[config.mk]
export PLATFORM = sky130hd
export DESIGN_NAME = if_id_pipe_reg
export DESIGN_NICKNAME = d
export VERILOG_FILES = /design/src/rtl/if_id_pipe_reg_pkg.sv /design/src/rtl/if_id_pipe_reg_pipe_skid_buf.sv /design/src/rtl/if_id_pipe_reg.sv
export SDC_FILE = /design/constraint.sdc
export NUM_CORES = 1
export LEC_CHECK = 0
export BUFFER_PORTS_ARGS = -buffer_cell sky130_fd_sc_hd__buf_2
export CAP_MARGIN = 20
export CORE_UTILIZATION = 55
export DETAILED_ROUTE_END_ITERATION = 10
export PLACE_DENSITY_LB_ADDON = 0.08
export SLEW_MARGIN = 20
export SYNTH_ARGS = -nofsm -noshare
export SYNTH_HDL_FRONTEND = slang
export SYNTH_SLANG_ARGS = --single-unit
[constraint.sdc]
create_clock -name clk -period 2.3 [get_ports clk]
set_input_delay 0.46 -clock clk [delete_from_list [all_inputs] [get_ports clk]]
set_output_delay 0.46 -clock clk [all_outputs]
set_load 0.03 [all_outputs]
[src/rtl/if_id_pipe_reg_pkg.sv]
`default_nettype none
// ============================================================================
// Module      : if_id_pipe_reg_pkg
// Description : Shared widths, NOP encoding and pipe-register state encoding
//               for the IF/ID pipeline register of the RV32I core.
// Revision    : 1.0  initial release
// ============================================================================
package if_id_pipe_reg_pkg;

    localparam int          DEF_INSTRUCTION_WIDTH = 32;
    localparam int          DEF_PC_WIDTH          = 32;
    // addi x0,x0,0 -- presented to decode whenever no beat is valid
    localparam logic [31:0] DEF_NOP_INST          = 32'h0000_0013;

    // EMPTY: nothing held; FULL: main entry valid; SKID: main and skid valid
    typedef enum logic [1:0] {
        EMPTY = 2'b00,
        FULL  = 2'b01,
        SKID  = 2'b11
    } pipe_state_e;

endpackage : if_id_pipe_reg_pkg
`default_nettype wire

[src/rtl/if_id_pipe_reg_pipe_skid_buf.sv]
`default_nettype none
// ============================================================================
// Module      : pipe_skid_buf
// Description : Width-parameterised valid/ready register with a one-entry
//               skid buffer and a synchronous flush. in_ready comes straight
//               from the state register, so there is no combinational path
//               from out_ready back to in_ready.
// Ports       : clk, rst_n (async, active low)
//               in_valid/in_ready/in_data    upstream handshake and payload
//               flush                        drop every held/incoming beat
//               out_valid/out_ready/out_data downstream handshake and payload
// Revision    : 1.0  initial release
// ============================================================================
module pipe_skid_buf
    import if_id_pipe_reg_pkg::*;
#(
    parameter int WIDTH = 8
) (
    input  logic             clk,
    input  logic             rst_n,
    input  logic             in_valid,
    output logic             in_ready,
    input  logic [WIDTH-1:0] in_data,
    input  logic             flush,
    output logic             out_valid,
    input  logic             out_ready,
    output logic [WIDTH-1:0] out_data
);

    pipe_state_e      r_state_q;
    pipe_state_e      w_state_d;
    logic [WIDTH-1:0] r_main_data_q;
    logic [WIDTH-1:0] w_main_data_d;
    logic [WIDTH-1:0] r_skid_data_q;
    logic [WIDTH-1:0] w_skid_data_d;
    logic             w_up_fire;
    logic             w_dn_fire;

    assign out_valid = (r_state_q != EMPTY);
    assign in_ready  = (r_state_q != SKID);
    assign out_data  = r_main_data_q;

    assign w_up_fire = in_valid  & in_ready;
    assign w_dn_fire = out_valid & out_ready;

    always_comb begin
        w_state_d     = r_state_q;
        w_main_data_d = r_main_data_q;
        w_skid_data_d = r_skid_data_q;

        // Flush wins over everything. A beat consumed downstream in the same
        // cycle has already been seen by decode; all else is dropped and the
        // payload registers are left untouched so id_pc keeps its last value.
        if (flush) begin
            w_state_d = EMPTY;
        end else begin
            case (r_state_q)
                EMPTY: begin
                    if (w_up_fire) begin
                        w_state_d     = FULL;
                        w_main_data_d = in_data;
                    end
                end
                FULL: begin
                    if (w_up_fire && w_dn_fire) begin
                        w_main_data_d = in_data;
                    end else if (w_up_fire) begin
                        // Decode stalled: park the new beat behind main
                        w_state_d     = SKID;
                        w_skid_data_d = in_data;
                    end else if (w_dn_fire) begin
                        w_state_d     = EMPTY;
                    end
                end
                SKID: begin
                    if (w_dn_fire) begin
                        w_state_d     = FULL;
                        w_main_data_d = r_skid_data_q;
                    end
                end
                default: begin
                    w_state_d = EMPTY;
                end
            endcase
        end
    end

    always_ff @(posedge clk or negedge rst_n) begin
        if (!rst_n) begin
            r_state_q     <= EMPTY;
            r_main_data_q <= '0;
            r_skid_data_q <= '0;
        end else begin
            r_state_q     <= w_state_d;
            r_main_data_q <= w_main_data_d;
            r_skid_data_q <= w_skid_data_d;
        end
    end

endmodule : pipe_skid_buf
`default_nettype wire

[src/rtl/if_id_pipe_reg.sv]
`default_nettype none
// ============================================================================
// Module      : if_id_pipe_reg
// Description : IF/ID pipeline register. Captures {pc, pc+4, inst} from fetch
//               under valid/ready, holds it stable while decode stalls (skid
//               buffer keeps if_ready registered) and drops in-flight beats on
//               a branch/jump flush. id_inst reads as a NOP when not valid.
// Ports       : clk, reset (async, active low)
//               if_valid/if_ready, if_pc, if_pc_plus_4, if_inst  fetch side
//               flush                                            redirect
//               id_valid/id_ready, id_pc, id_pc_plus_4, id_inst  decode side
// Revision    : 1.0  initial release
// ============================================================================
module if_id_pipe_reg
    import if_id_pipe_reg_pkg::*;
#(
    parameter int                           INSTRUCTION_WIDTH = DEF_INSTRUCTION_WIDTH,
    parameter int                           PC_WIDTH          = DEF_PC_WIDTH,
    parameter logic [INSTRUCTION_WIDTH-1:0] NOP_INST          = DEF_NOP_INST
) (
    input  logic                         clk,
    input  logic                         reset,
    input  logic                         if_valid,
    output logic                         if_ready,
    input  logic [PC_WIDTH-1:0]          if_pc,
    input  logic [PC_WIDTH-1:0]          if_pc_plus_4,
    input  logic [INSTRUCTION_WIDTH-1:0] if_inst,
    input  logic                         flush,
    output logic                         id_valid,
    input  logic                         id_ready,
    output logic [PC_WIDTH-1:0]          id_pc,
    output logic [PC_WIDTH-1:0]          id_pc_plus_4,
    output logic [INSTRUCTION_WIDTH-1:0] id_inst
);

    localparam int PAYLOAD_W = 2 * PC_WIDTH + INSTRUCTION_WIDTH;

    logic [PAYLOAD_W-1:0]         w_payload_in;
    logic [PAYLOAD_W-1:0]         w_payload_out;
    logic [INSTRUCTION_WIDTH-1:0] w_inst;

    assign w_payload_in = {if_pc, if_pc_plus_4, if_inst};

    pipe_skid_buf #(
        .WIDTH     (PAYLOAD_W)
    ) u_skid (
        .clk       (clk),
        .rst_n     (reset),
        .in_valid  (if_valid),
        .in_ready  (if_ready),
        .in_data   (w_payload_in),
        .flush     (flush),
        .out_valid (id_valid),
        .out_ready (id_ready),
        .out_data  (w_payload_out)
    );

    assign {id_pc, id_pc_plus_4, w_inst} = w_payload_out;

    // Decode must never see a stale instruction on a bubble
    assign id_inst = id_valid ? w_inst : NOP_INST;

endmodule : if_id_pipe_reg
`default_nettype wire

Yosys cells after proc, flatten, opt, wreduce, memory -nomap -nowiden
Index checks and enable logic that the tools add are counted.
- register bits: 194
- input port bits: 101
- output and inout port bits: 98
- logic and storage cells: 36
- equality and inequality tests: 10
- mux-type cells: 12
- bitwise gates (word level): 4
- reductions and logical operators: 7
- operators with widths (cell ; count):
    96-bit 2-to-1 mux ; 3
    96-bit one-hot mux with 3 select lines ; 1
    32-bit 2-to-1 mux ; 1
    2-bit 2-to-1 mux ; 6
    4-bit AND reduction ; 2
    2-bit by 1-bit != test with 1-bit output (second input constant) ; 3
    3-bit by 2-bit != test with 1-bit output (second input constant) ; 2
    2-bit one-hot mux with 3 select lines ; 1
    5-bit AND reduction ; 1
    4-bit by 2-bit != test with 1-bit output (second input constant) ; 1
    3-bit != test (second input constant) ; 1
    3-bit nonzero test ; 1
    1-bit AND ; 2
    2-bit by 1-bit == test with 1-bit output (second input constant) ; 1
    2-bit == test (second input constant) ; 1
    2-bit logical NOT ; 1
    2-bit != test (second input constant) ; 1
    1-bit NOT ; 2
    2-bit nonzero test ; 1
    1-bit logical AND ; 1

Logic depth before layout (Yosys ltp)
Gate-level depths: netlist of the first run.
- depth after elaboration: 7
- depth in mapped cells: 8
- gate-level depth less buffers: 6

Cells and area by module
A second synthesis of the first run with hierarchy kept.
- cells, all modules: 572
- area total of the unflattened synthesis: 8683.3 um^2
- by module, submodules not included (module ; times used ; cells an instance ; area each (um^2) ; seq. area each (um^2)):
    pipe_skid_buf ; 1 ; 537 ; 8468.1 ; 4854.7
    if_id_pipe_reg ; 1 ; 35 ; 215.2 ; 0.0

Worst setup path after synthesis of the first run
No wires, ideal clock.
- path type: flip-flop to flip-flop
- start point: register u_skid.r_state_q[0]
- end point: register u_skid.r_main_data_q[55], in the netlist u_skid.out_data[55]
- setup time: 0.127 ns
- data arrival time: 1.945 ns
- data required time: 2.173 ns
- slack: 0.228 ns
- stages on the path, launching flop included: 8
- path buffers: 2
- clock period less this slack: 2.072 ns
- path through: dfrtp_1 -> inv_1 -> ha_1 -> inv_1 -> o211ai_1 -> buf_6 -> buf_6 -> mux2_1
- longest elaborated chain between the ends: 5
- elaborated cells on any way between the ends: 14
- those cells by class: 6 x eq/ne; 1 x mux; 2 x bitwise; 5 x reduce/logical
- RTL lines (what ; line ; source):
    start: declaration ; if_id_pipe_reg_pipe_skid_buf.sv:30 ; pipe_state_e r_state_q;
    start signal: assignment ; if_id_pipe_reg_pipe_skid_buf.sv:94 ; r_state_q <= w_state_d;
    2-bit nonzero test (*) ; if_id_pipe_reg_pipe_skid_buf.sv:39 ; assign out_valid = (r_state_q != EMPTY);
    net id_valid ; if_id_pipe_reg.sv:29 ; output logic id_valid,
    1-bit AND (*) ; if_id_pipe_reg_pipe_skid_buf.sv:44 ; assign w_dn_fire = out_valid & out_ready;
    1-bit logical AND ; if_id_pipe_reg_pipe_skid_buf.sv:65 ; if (w_up_fire && w_dn_fire) begin
    2-bit by 1-bit != test with 1-bit output (no line) ; n/a ;
    5-bit AND reduction (no line) (*) ; n/a ;
    end signal: assignment ; if_id_pipe_reg_pipe_skid_buf.sv:95 ; r_main_data_q <= w_main_data_d;
    end: declaration ; if_id_pipe_reg_pipe_skid_buf.sv:32 ; logic [WIDTH-1:0] r_main_data_q;
The timed path passes the listed nets; every way through them passes the cells marked *.
A chain may end at the register's enable or synchronous reset.

Worst setup path in the final report of the first run
- start point: register u_skid.r_state_q[0]
- end point: output id_inst[4]
- longest elaborated chain between the ends: 2
- RTL lines (what ; line ; source):
    2-bit nonzero test ; if_id_pipe_reg_pipe_skid_buf.sv:39 ;
    32-bit 2-to-1 mux ; if_id_pipe_reg.sv:61 ; assign id_inst = id_valid ? w_inst : NOP_INST;
    end: declaration ; if_id_pipe_reg.sv:33 ; output logic [INSTRUCTION_WIDTH-1:0] id_inst
No other way between the ends.

==> flow_summary.ini, run 1 <==
[outcome]
status = finished clean

[yosys]
synth.avg_cell_area_um2 = 14.4
synth-edff-count = 0
syn_inst = 638
synth_fp_nets = 744
yosysTopAreaCell = dfrtp_1
synthFlopType = dfrtp_1
synthDistinctLibCells = 26
yosysSeqAreaShare = 0.530
synth_area_um2 = 9170
synth_most_common_cell = mux2_2
synth_area_leaders = dfrtp_1, mux2_2, mux2_1, buf_4, nor2b_1
yosys.area.top_type_share = 0.530
ys_seq_elements = 194
ys.warnings.count = 0
ys_async_sr_fraction = 1.00
synthTopCellsByCount = mux2_2, dfrtp_1, buf_4, mux2_1, nor2b_1

[grt]
antenna_found_initial = 3
grt_max_degree = 97
grt_use_total = 0.215
grt_pass1_vias = 5656
grt_first_pass_wirelength_mm = 27.9
grt_overflow = 0

[worst_setup_path]
worst_r2r_path_depth = 8
r2r_slack_ns = 0.21
slowest_stage = dfrtp_2
endpoint_kind = output pin
r2r-end = u_skid.out_data[75]$_DFFE_PN0P_
path_buf_inv = 3
cpLargestDelayFamily = buffers and inverters
criticalPathCategory = register to output pin
crit_chain = inv_1 -> ha_2 -> buf_6 -> or2_2 -> buf_2
cp.required_ns = 1.84
cp_slowest_stage_delay_ns = 0.36
r2r-start = u_skid.r_state_q[0]$_DFFE_PN0P_
start_kind = register
cp.arrival_ns = 1.74
crit_fanout = 20

[placement]
gp_congestion = 0.745
dp_cells = 969
port_buffers = 198
dp_hpwl_mm = 11.8
place_ws_ns = 0.103

[die]
die_x_um = 131
core-area_um2 = 16100
io_pins = 199
num_rows = 46
die_h_um = 131
die-area_um2 = 17200
start_util = 0.571

[routing]
drt_wl_total_mm = 17.6
via_count = 5285
drt-pass1-iter-count = 4
avgViaCountPerCell = 5.26
avgRoutedWirePerCell_um = 17.5
drc_errors = 0
postRouteAntennaNets = 0
drt-initial-drc-count = 160

[timing]
finalCriticalPeriod_ns = 2.20
timing.fmax_mhz = 455
worst_slack_ns = 0.103
hold_viol_final = 0
finalClockSkew_ns = 0.00825
setup_viol = 0
worst_pin_slew_ns = 0.629
rsz0062_at_grt = false
slew_headroom = 0.581
tns_ns = 0
final_max_slew_viol_count = 0
finalCritPeriodShare = 0.955

[clocking]
clk_pin_slew_ns = 0.07
cts_buffer_depth = 2
cts_tree = built
cts-htree-levels = 4
cts_inserted_buffers = 17
clk_latency_ns = 0.43
clock-sinks = 194
cts_root_buf = clkbuf_16
hold_buffers = 0

[power_and_ir_drop]
peakVddDrop_mv = 0.735
p_leak_nw = 4.84
p_per_area_nw_per_um2 = 1370

[final_layout]
syn2layout_area_growth_pct = 15.5
fin_util = 0.659
nets = 880
drive_gt1_frac = 0.632
final_cells = 1005

[worst_hold_path]
hold_class = input pin to async pin

[job]
cap_violations = 0
[per-stage QoR]
step	hold WS [ns]	total power, mW	instance area (µm²)
floorplan	0.164	10.8	9170
global placement	0.465	11.5	9990
detailed placement	0.475	11.8	9990
CTS	0.0498	14.7	10600
global route	0.0609	15.3	10600
finish	0.0378	14.5	10600
[state kept, by name, indices dropped and copies added, names as in the netlist]
| name | flops |
|---|---|
| u_skid.out_data | 96 |
| u_skid.r_state_q | 2 |
| u_skid.r_skid_data_q | 96 |
[power by group]
group	total [mW]	leakage [nW]	internal (mW)	switching, mW
clock	2.82	0.266	1.56	1.26
combinational	5.73	2.27	2.50	3.23
sequential	5.95	2.30	5.14	0.811
[cell families after synthesis]
kind of cell	Yosys count	share of synthesized area
AND/OR/NAND/NOR	40	0.0281
adder cells (fa/ha/maj)	5	0.00683
buffers and inverters	102	0.0744
AO/OA/AOI/OAI	9	0.00723
multiplexers	288	0.354
flip-flops	194	0.530
[layout by cell type, fill, tap and decap left out, types with 3 or more instances in the layout]
cell	count
mux2_2	243
buf_2	197
dfrtp_1	192
mux2_1	45
nor2b_1	30
clkbuf_16	17
buf_12	8
buf_4	8
inv_1	4
clkinvlp_4	4
or2_2	3
ha_1	3
clkbuf_8	3
[worst max-delay path by stage]
stage / start / to / depth (start not counted)
detailed placement: u_skid.r_state_q[0]$_DFFE_PN0P_ / u_skid.out_data[75]$_DFFE_PN0P_ / 8
global placement: u_skid.r_state_q[0]$_DFFE_PN0P_ / u_skid.out_data[76]$_DFFE_PN0P_ / 8
CTS: u_skid.r_state_q[0]$_DFFE_PN0P_ / id_inst[4] / 5
floorplan: u_skid.r_state_q[0]$_DFFE_PN0P_ / u_skid.out_data[55]$_DFFE_PN0P_ / 7
finish: u_skid.r_state_q[0]$_DFFE_PN0P_ / id_inst[4] / 5
global route: u_skid.r_state_q[0]$_DFFE_PN0P_ / id_inst[1] / 5
[layout make-up]
| cell class | count | area, µm² |
|---|---|---|
| clock inverter | 11 | 105 |
| tap | 216 | 270 |
| inverter | 4 | 15.0 |
| sequential | 194 | 4860 |
| timing repair buffer | 215 | 1230 |
| antenna | 2 | 5.00 |
| clock buffer | 21 | 460 |
| multi-input combinational | 342 | 3640 |
| fill | 1180 | 5470 |
[per-layer routing]
metal	GRT usage	up-vias	wire length, µm
met4	0.0920	4	314
met2	0.373	135	8830
met1	0.249	2678	7280
met5	0	-	22
li1	-	2444	-
met3	0.0637	24	1150
[repair_timing]
action / in CTS / in global routing
endpoints found under the setup margin: 18 / 3
resized for setup: 3 / 1
setup buffers: 2 / 0
[worst reg2reg max path, delay by kind of cell, from the launching register on]
family / cells / cell delay (ns)
buffers and inverters: 3 / 0.53
flip-flops: 1 / 0.41
multiplexers: 1 / 0.34
AO/OA/AOI/OAI: 2 / 0.29
adder cells (fa/ha/maj): 1 / 0.24
AND/OR/NAND/NOR: 1 / 0.17
No activity file was read; power rests on OpenSTA's default activity.
==> run 2: changes to the inputs <==
--- a/config.mk
+++ b/config.mk
@@ -7,10 +7,11 @@
 export LEC_CHECK = 0
 export BUFFER_PORTS_ARGS = -buffer_cell sky130_fd_sc_hd__buf_2
 export CAP_MARGIN = 20
-export CORE_UTILIZATION = 55
+export CORE_UTILIZATION = 54
 export DETAILED_ROUTE_END_ITERATION = 10
 export PLACE_DENSITY_LB_ADDON = 0.08
 export SLEW_MARGIN = 20
 export SYNTH_ARGS = -nofsm -noshare
 export SYNTH_HDL_FRONTEND = slang
+export SYNTH_HIERARCHICAL = 1
 export SYNTH_SLANG_ARGS = --single-unit
==> run 2 against run 1 <==
Core utilization up 3.2 points; total power up 1.6%; area after synthesis shrank 5.3%; cell area up 0.74%; final cell count down 0.40%; die area shrank 3.5%; first-iteration DRC count increased by 4.4%.
==> flow_summary.ini, run 2 <==
[timing]
finalCriticalPeriod_ns = 2.20
rsz0062_at_grt = false
worst_slack_ns = 0.105
setup_viol = 0
finalCritPeriodShare = 0.954
slew_headroom = 0.632
worst_pin_slew_ns = 0.552
fin_hold_ws_ns = 0.262
finalClockSkew_ns = 0.0135
timing.fmax_mhz = 456
tns_ns = 0
hold_viol_final = 0
final_max_slew_viol_count = 0

[yosys]
synth_area_leaders = dfrtp_1, mux2_2, mux2_1, and2_1, buf_2
yosysTopAreaCell = dfrtp_1
synth_fp_nets = 677
ys.warnings.count = 6
yosysSeqAreaShare = 0.559
synth_area_um2 = 8680
synthFlopType = dfrtp_1
ys_async_sr_fraction = 1.00
synthTopCellsByCount = mux2_2, dfrtp_1, mux2_1, and2_1, buf_2
ys_seq_elements = 194
synth-edff-count = 0
syn_inst = 572
synth.avg_cell_area_um2 = 15.2
yosys.area.top_type_share = 0.559
synth_most_common_cell = mux2_2
synthDistinctLibCells = 23

[routing]
dr_wl_met2_mm = 9.15
dr.max_layer_used = met4
m1WireLength_mm = 7.31
avgRoutedWirePerCell_um = 17.8
met3_wirelength_mm = 1.07
avgViaCountPerCell = 5.29
drt_wl_total_mm = 17.8
drt-initial-drc-count = 167
via_count = 5300
postRouteAntennaNets = 0
drc_errors = 0
drt-pass1-iter-count = 4

[grt]
grt_first_pass_wirelength_mm = 28.6
grt_max_degree = 63
grt_overflow = 0
antenna_found_initial = 2
grt_use_total = 0.224
grt_pass1_vias = 5820

[die]
core-area_um2 = 15400
io_pins = 199
start_util = 0.563
num_rows = 45
die_h_um = 129
die_x_um = 129
die-area_um2 = 16600

[placement]
post_dp_cell_area_um2 = 10000
dp_hpwl_mm = 12.1
place_ws_ns = 0.102
port_buffers = 198
gp_congestion = 0.763

[clocking]
clock-sinks = 194
cts_root_buf = clkbuf_16
clk_latency_ns = 0.42
cts-htree-levels = 4
cts_inserted_buffers = 17
clk_pin_slew_ns = 0.07
cts_tree = built
cts_buffer_depth = 2

[final_layout]
final_area_um2 = 10700
final_cell_mix = mux2_2, buf_2, dfrtp_1, mux2_1, and2_1
drive_gt1_frac = 0.647
nets = 881
syn2layout_area_growth_pct = 22.9
final_common_cell = mux2_2
fin_util = 0.691

[worst_setup_path]
path_common_cell = buf_12
cp_slowest_stage_delay_ns = 0.39
cp_num_cells = 8
crit_fanout = 27
start_kind = register
cpLargestDelayFamily = buffers and inverters
slowest_stage = dfrtp_1
cp.required_ns = 2.61
path_buf_inv = 4
endpoint_kind = register
crit_chain = buf_4 -> ha_4 -> inv_1 -> nand3_1 -> nor3b_4 -> buf_12 -> buf_12 -> mux2_2
cp.arrival_ns = 2.51
criticalPathCategory = register to register
worst_r2r_path_depth = 8

[power_and_ir_drop]
internal_power_mw = 9.35
p_comb_frac = 0.405
p_per_area_nw_per_um2 = 1380
p_seq_frac = 0.404
swShare = 0.365
clkPwrFrac = 0.191
p_leak_nw = 4.84
p_sw_mw = 5.38
peakVddDrop_mv = 0.823

[worst_hold_path]
holdPathStages = 2
hold_class = input pin to register

[job]
cap_violations = 0

[outcome]
status = finished clean
-- run 2: path summary, 6_finish.rpt --
check                                                  endpoint  slack [ns]                       startpoint
max                        u_skid/r_skid_data_q[41]$_DFFE_PN0P_        0.10  u_skid/r_state_q[1]$_DFFE_PN0P_
min reg2reg                     u_skid/out_data[21]$_DFFE_PN0P_        0.48  u_skid/out_data[21]$_DFFE_PN0P_
min in group asynchronous  u_skid/r_skid_data_q[24]$_DFFE_PN0P_        0.57                            reset
min                        u_skid/r_skid_data_q[93]$_DFFE_PN0P_        0.26                        if_pc[29]
max reg2reg                u_skid/r_skid_data_q[41]$_DFFE_PN0P_        0.10  u_skid/r_state_q[1]$_DFFE_PN0P_
max in group asynchronous  u_skid/r_skid_data_q[25]$_DFFE_PN0P_        1.00                            reset
-- run 2: cell families (layout without fill, tap and decap cells) --
logic type               Yosys count  count (layout)  synth area share
AO/OA/AOI/OAI                      7               7           0.00620
multiplexers                     288             288             0.373
AND/OR/NAND/NOR                   41              41            0.0304
buffers and inverters             38             254            0.0251
adder cells (fa/ha/maj)            4               4           0.00576
other                              0               2                 0
flip-flops                       194             194             0.559
-- run 2: what timing repair did --
item,in CTS,in global routing
gates cloned,0,1
hold buffers,1,0
gates resized for setup,4,2
buffers inserted,2,0
setup endpoints to repair,33,12
hold endpoints to repair,8,0
-- run 2: power groups by stage --
| stage | combinational (mW) | clock, mW | sequential (mW) |
|---|---|---|---|
| after floorplan | 3.11 | 0 | 6.96 |
| after global placement | 5.70 | 0 | 5.86 |
| after detailed placement | 5.90 | 0 | 6.01 |
| after CTS | 5.97 | 2.90 | 5.94 |
| after global routing | 6.37 | 3.03 | 6.16 |
| final | 5.97 | 2.82 | 5.95 |
-- run 2: stage by stage --
| step | instances | total power, mW |
|---|---|---|
| 6_report | 1001 | 14.7 |
| 5_1_grt | 1000 | 15.6 |
| 4_1_cts | 998 | 14.8 |
| 3_5_place_dp | 964 | 11.9 |
| 3_3_place_gp | 964 | 11.6 |
| 2_1_floorplan | 572 | 10.1 |
-- run 2: layout make-up --
type | instances | area (µm²)
antenna | 2 | 5.00
sequential | 194 | 4850
multi-input combinational | 340 | 3640
tap | 211 | 264
inverter | 4 | 15.0
clock buffer | 21 | 460
clock inverter | 10 | 101
fill | 1143 | 4760
timing repair buffer | 219 | 1330
-- run 2: routing by layer --
metal | vias up | GRT usage
li1 | 2436 | -
met1 | 2717 | 0.260
met2 | 126 | 0.391
met3 | 21 | 0.0740
met4 | 0 | 0.0747
met5 | - | 0
-- run 2: worst register-to-register path, delay by kind of cell (launching register included) --
family / cells / cell delay, ns
mux: 1 / 0.37
fa+ha+maj: 1 / 0.18
flops: 1 / 0.39
buf+inv: 4 / 0.62
simple gates: 2 / 0.52
==> run 3: changes to the inputs <==
--- a/config.mk
+++ b/config.mk
@@ -9,7 +9,7 @@
 export CAP_MARGIN = 20
 export CORE_UTILIZATION = 54
 export DETAILED_ROUTE_END_ITERATION = 10
-export PLACE_DENSITY_LB_ADDON = 0.08
+export PLACE_DENSITY = 0.78
 export SLEW_MARGIN = 20
 export SYNTH_ARGS = -nofsm -noshare
 export SYNTH_HDL_FRONTEND = slang
==> run 3 against run 2 <==
Combinational power shrank 0.7%; wire length shrank 0.82%; critical path depth decreased by 2; clock-buffer cell count is 3 higher; global-route usage is 0.36 points lower; highest routed layer is now met5; total power fell by 0.24%; sequential share of layout area grew 0.14 points; sequential power hardly changed; die area stayed put; register-to-register slack better by 0.03 ns; clock skew decreased by 0.0053 ns; critical endpoint is now id_inst[3].
==> flow_summary.ini, run 3 (synthesized netlist as in run 2, its figures left out) <==
[outcome]
status = finished clean

[routing]
drc_errors = 0
postRouteAntennaNets = 0
drt_wl_total_mm = 17.7
avgViaCountPerCell = 5.31
via_count = 5314
avgRoutedWirePerCell_um = 17.7
drt-pass1-iter-count = 4
drt-initial-drc-count = 163

[power_and_ir_drop]
p_sw_mw = 5.33
p_seq_frac = 0.407
p_comb_frac = 0.403
peakVddDrop_mv = 0.703
p_leak_nw = 4.82
swShare = 0.363
internal_power_mw = 9.36
p_per_area_nw_per_um2 = 1380
power_mw = 14.7
clkPwrFrac = 0.190

[die]
num_rows = 45
die_x_um = 129
core-area_um2 = 15400
start_util = 0.563
io_pins = 199
die-area_um2 = 16600
die_h_um = 129

[clocking]
cts-htree-levels = 4
cts_tree = built
clk_pin_slew_ns = 0.07
clk_latency_ns = 0.42
cts_buffer_depth = 2
clock-sinks = 194
cts_inserted_buffers = 17
cts_root_buf = clkbuf_16

[worst_setup_path]
cp.required_ns = 1.84
crit_chain = inv_1 -> ha_1 -> inv_2 -> clkbuf_16 -> and2_1 -> buf_4
path_buf_inv = 4
endpoint_kind = output pin
criticalPathCategory = register to output pin
cp.arrival_ns = 1.75
cpLargestDelayFamily = buffers and inverters
crit_fanout = 16
start_kind = register
cp_slowest_stage_delay_ns = 0.40
slowest_stage = dfrtp_1

[grt]
grt_first_pass_wirelength_mm = 27.9
grt_max_degree = 56
antenna_found_initial = 4
grt_overflow = 0
grt_use_total = 0.221
grt_pass1_vias = 5566

[final_layout]
nFillCells = 1139
final_area_um2 = 10600
syn2layout_area_growth_pct = 22.5
final_common_cell = mux2_2
final_cell_mix = mux2_2, dfrtp_1, buf_2, mux2_1, and2_1
drive_gt1_frac = 0.645
nets = 878

[timing]
finalCritPeriodShare = 0.960
rsz0062_at_grt = false
worst_pin_slew_ns = 0.758
worst_slack_ns = 0.0930
slew_headroom = 0.495
timing.fmax_mhz = 453
hold_viol_final = 0
tns_ns = 0
final_max_slew_viol_count = 0
setup_viol = 0
finalClockSkew_ns = 0.00816
finalCriticalPeriod_ns = 2.21

[placement]
place_ws_ns = 0.166
port_buffers = 198
dp_hpwl_mm = 12.1
post_dp_cell_area_um2 = 9990
gp_congestion = 0.862

[worst_hold_path]
hold_class = input pin to register

[job]
cap_violations = 0
[run 3: routing by layer]
metal	track usage	part of all wire	up-vias
met1	0.265	0.42	2721
met4	0.0913	0.024	2
met3	0.0615	0.050	27
li1	-	-	2436
met2	0.375	0.51	128
met5	0	0.00096	-
[run 3: through the flow]
| step | instances | hold slack (ns) | utilization |
|---|---|---|---|
| after floorplan | 572 | 0.164 | - |
| after global placement | 961 | 0.436 | 0.647 |
| after detailed placement | 961 | 0.444 | 0.647 |
| after CTS | 995 | 0.253 | 0.687 |
| after global routing | 999 | 0.248 | 0.689 |
| final | 1000 | 0.267 | 0.689 |
[run 3: final cells by class]
class | instances | area, µm² | area share
Antenna cell | 3 | 7.51 | 0.000706
Clock buffer | 24 | 482 | 0.0453
Clock inverter | 8 | 77.6 | 0.00729
Inverter | 4 | 15.0 | 0.00141
Multi-Input combinational cell | 340 | 3640 | 0.342
Sequential cell | 194 | 4850 | 0.456
Tap cell | 211 | 264 | 0.0248
Timing Repair Buffer | 216 | 1290 | 0.122
[run 3: what timing repair did]
action	4_1_cts	5_1_grt
buffers inserted	1	1
hold endpoints to repair	5	0
endpoints found under the setup margin	33	30
hold buffers	1	0
gates resized for setup	10	2
cloned	0	1
[run 3: path summary, 6_finish.rpt]
check / endpoint / cells past startpoint / slack, ns / startpoint
worst max-delay path: id_inst[3] / 6 / 0.09 / u_skid/r_state_q[1]$_DFFE_PN0P_
worst min-delay path: u_skid/r_skid_data_q[94]$_DFFE_PN0P_ / 2 / 0.27 / if_pc[30]
worst max register to register: u_skid/r_skid_data_q[51]$_DFFE_PN0P_ / 8 / 0.13 / u_skid/r_state_q[1]$_DFFE_PN0P_
worst min register to register: u_skid/r_skid_data_q[58]$_DFFE_PN0P_ / 1 / 0.48 / u_skid/r_skid_data_q[58]$_DFFE_PN0P_
max in group asynchronous: u_skid/r_skid_data_q[32]$_DFFE_PN0P_ / 3 / 1.06 / reset
min in group asynchronous: u_skid/r_skid_data_q[72]$_DFFE_PN0P_ / 2 / 0.55 / reset
[run 3: power groups by stage]
| stage | clock, mW | combinational (mW) | sequential (mW) |
|---|---|---|---|
| after floorplan | 0 | 3.11 | 6.96 |
| after global placement | 0 | 5.64 | 5.88 |
| after detailed placement | 0 | 5.83 | 6.03 |
| after CTS | 2.86 | 5.93 | 5.98 |
| after global routing | 2.99 | 6.31 | 6.17 |
| final | 2.79 | 5.93 | 5.98 |
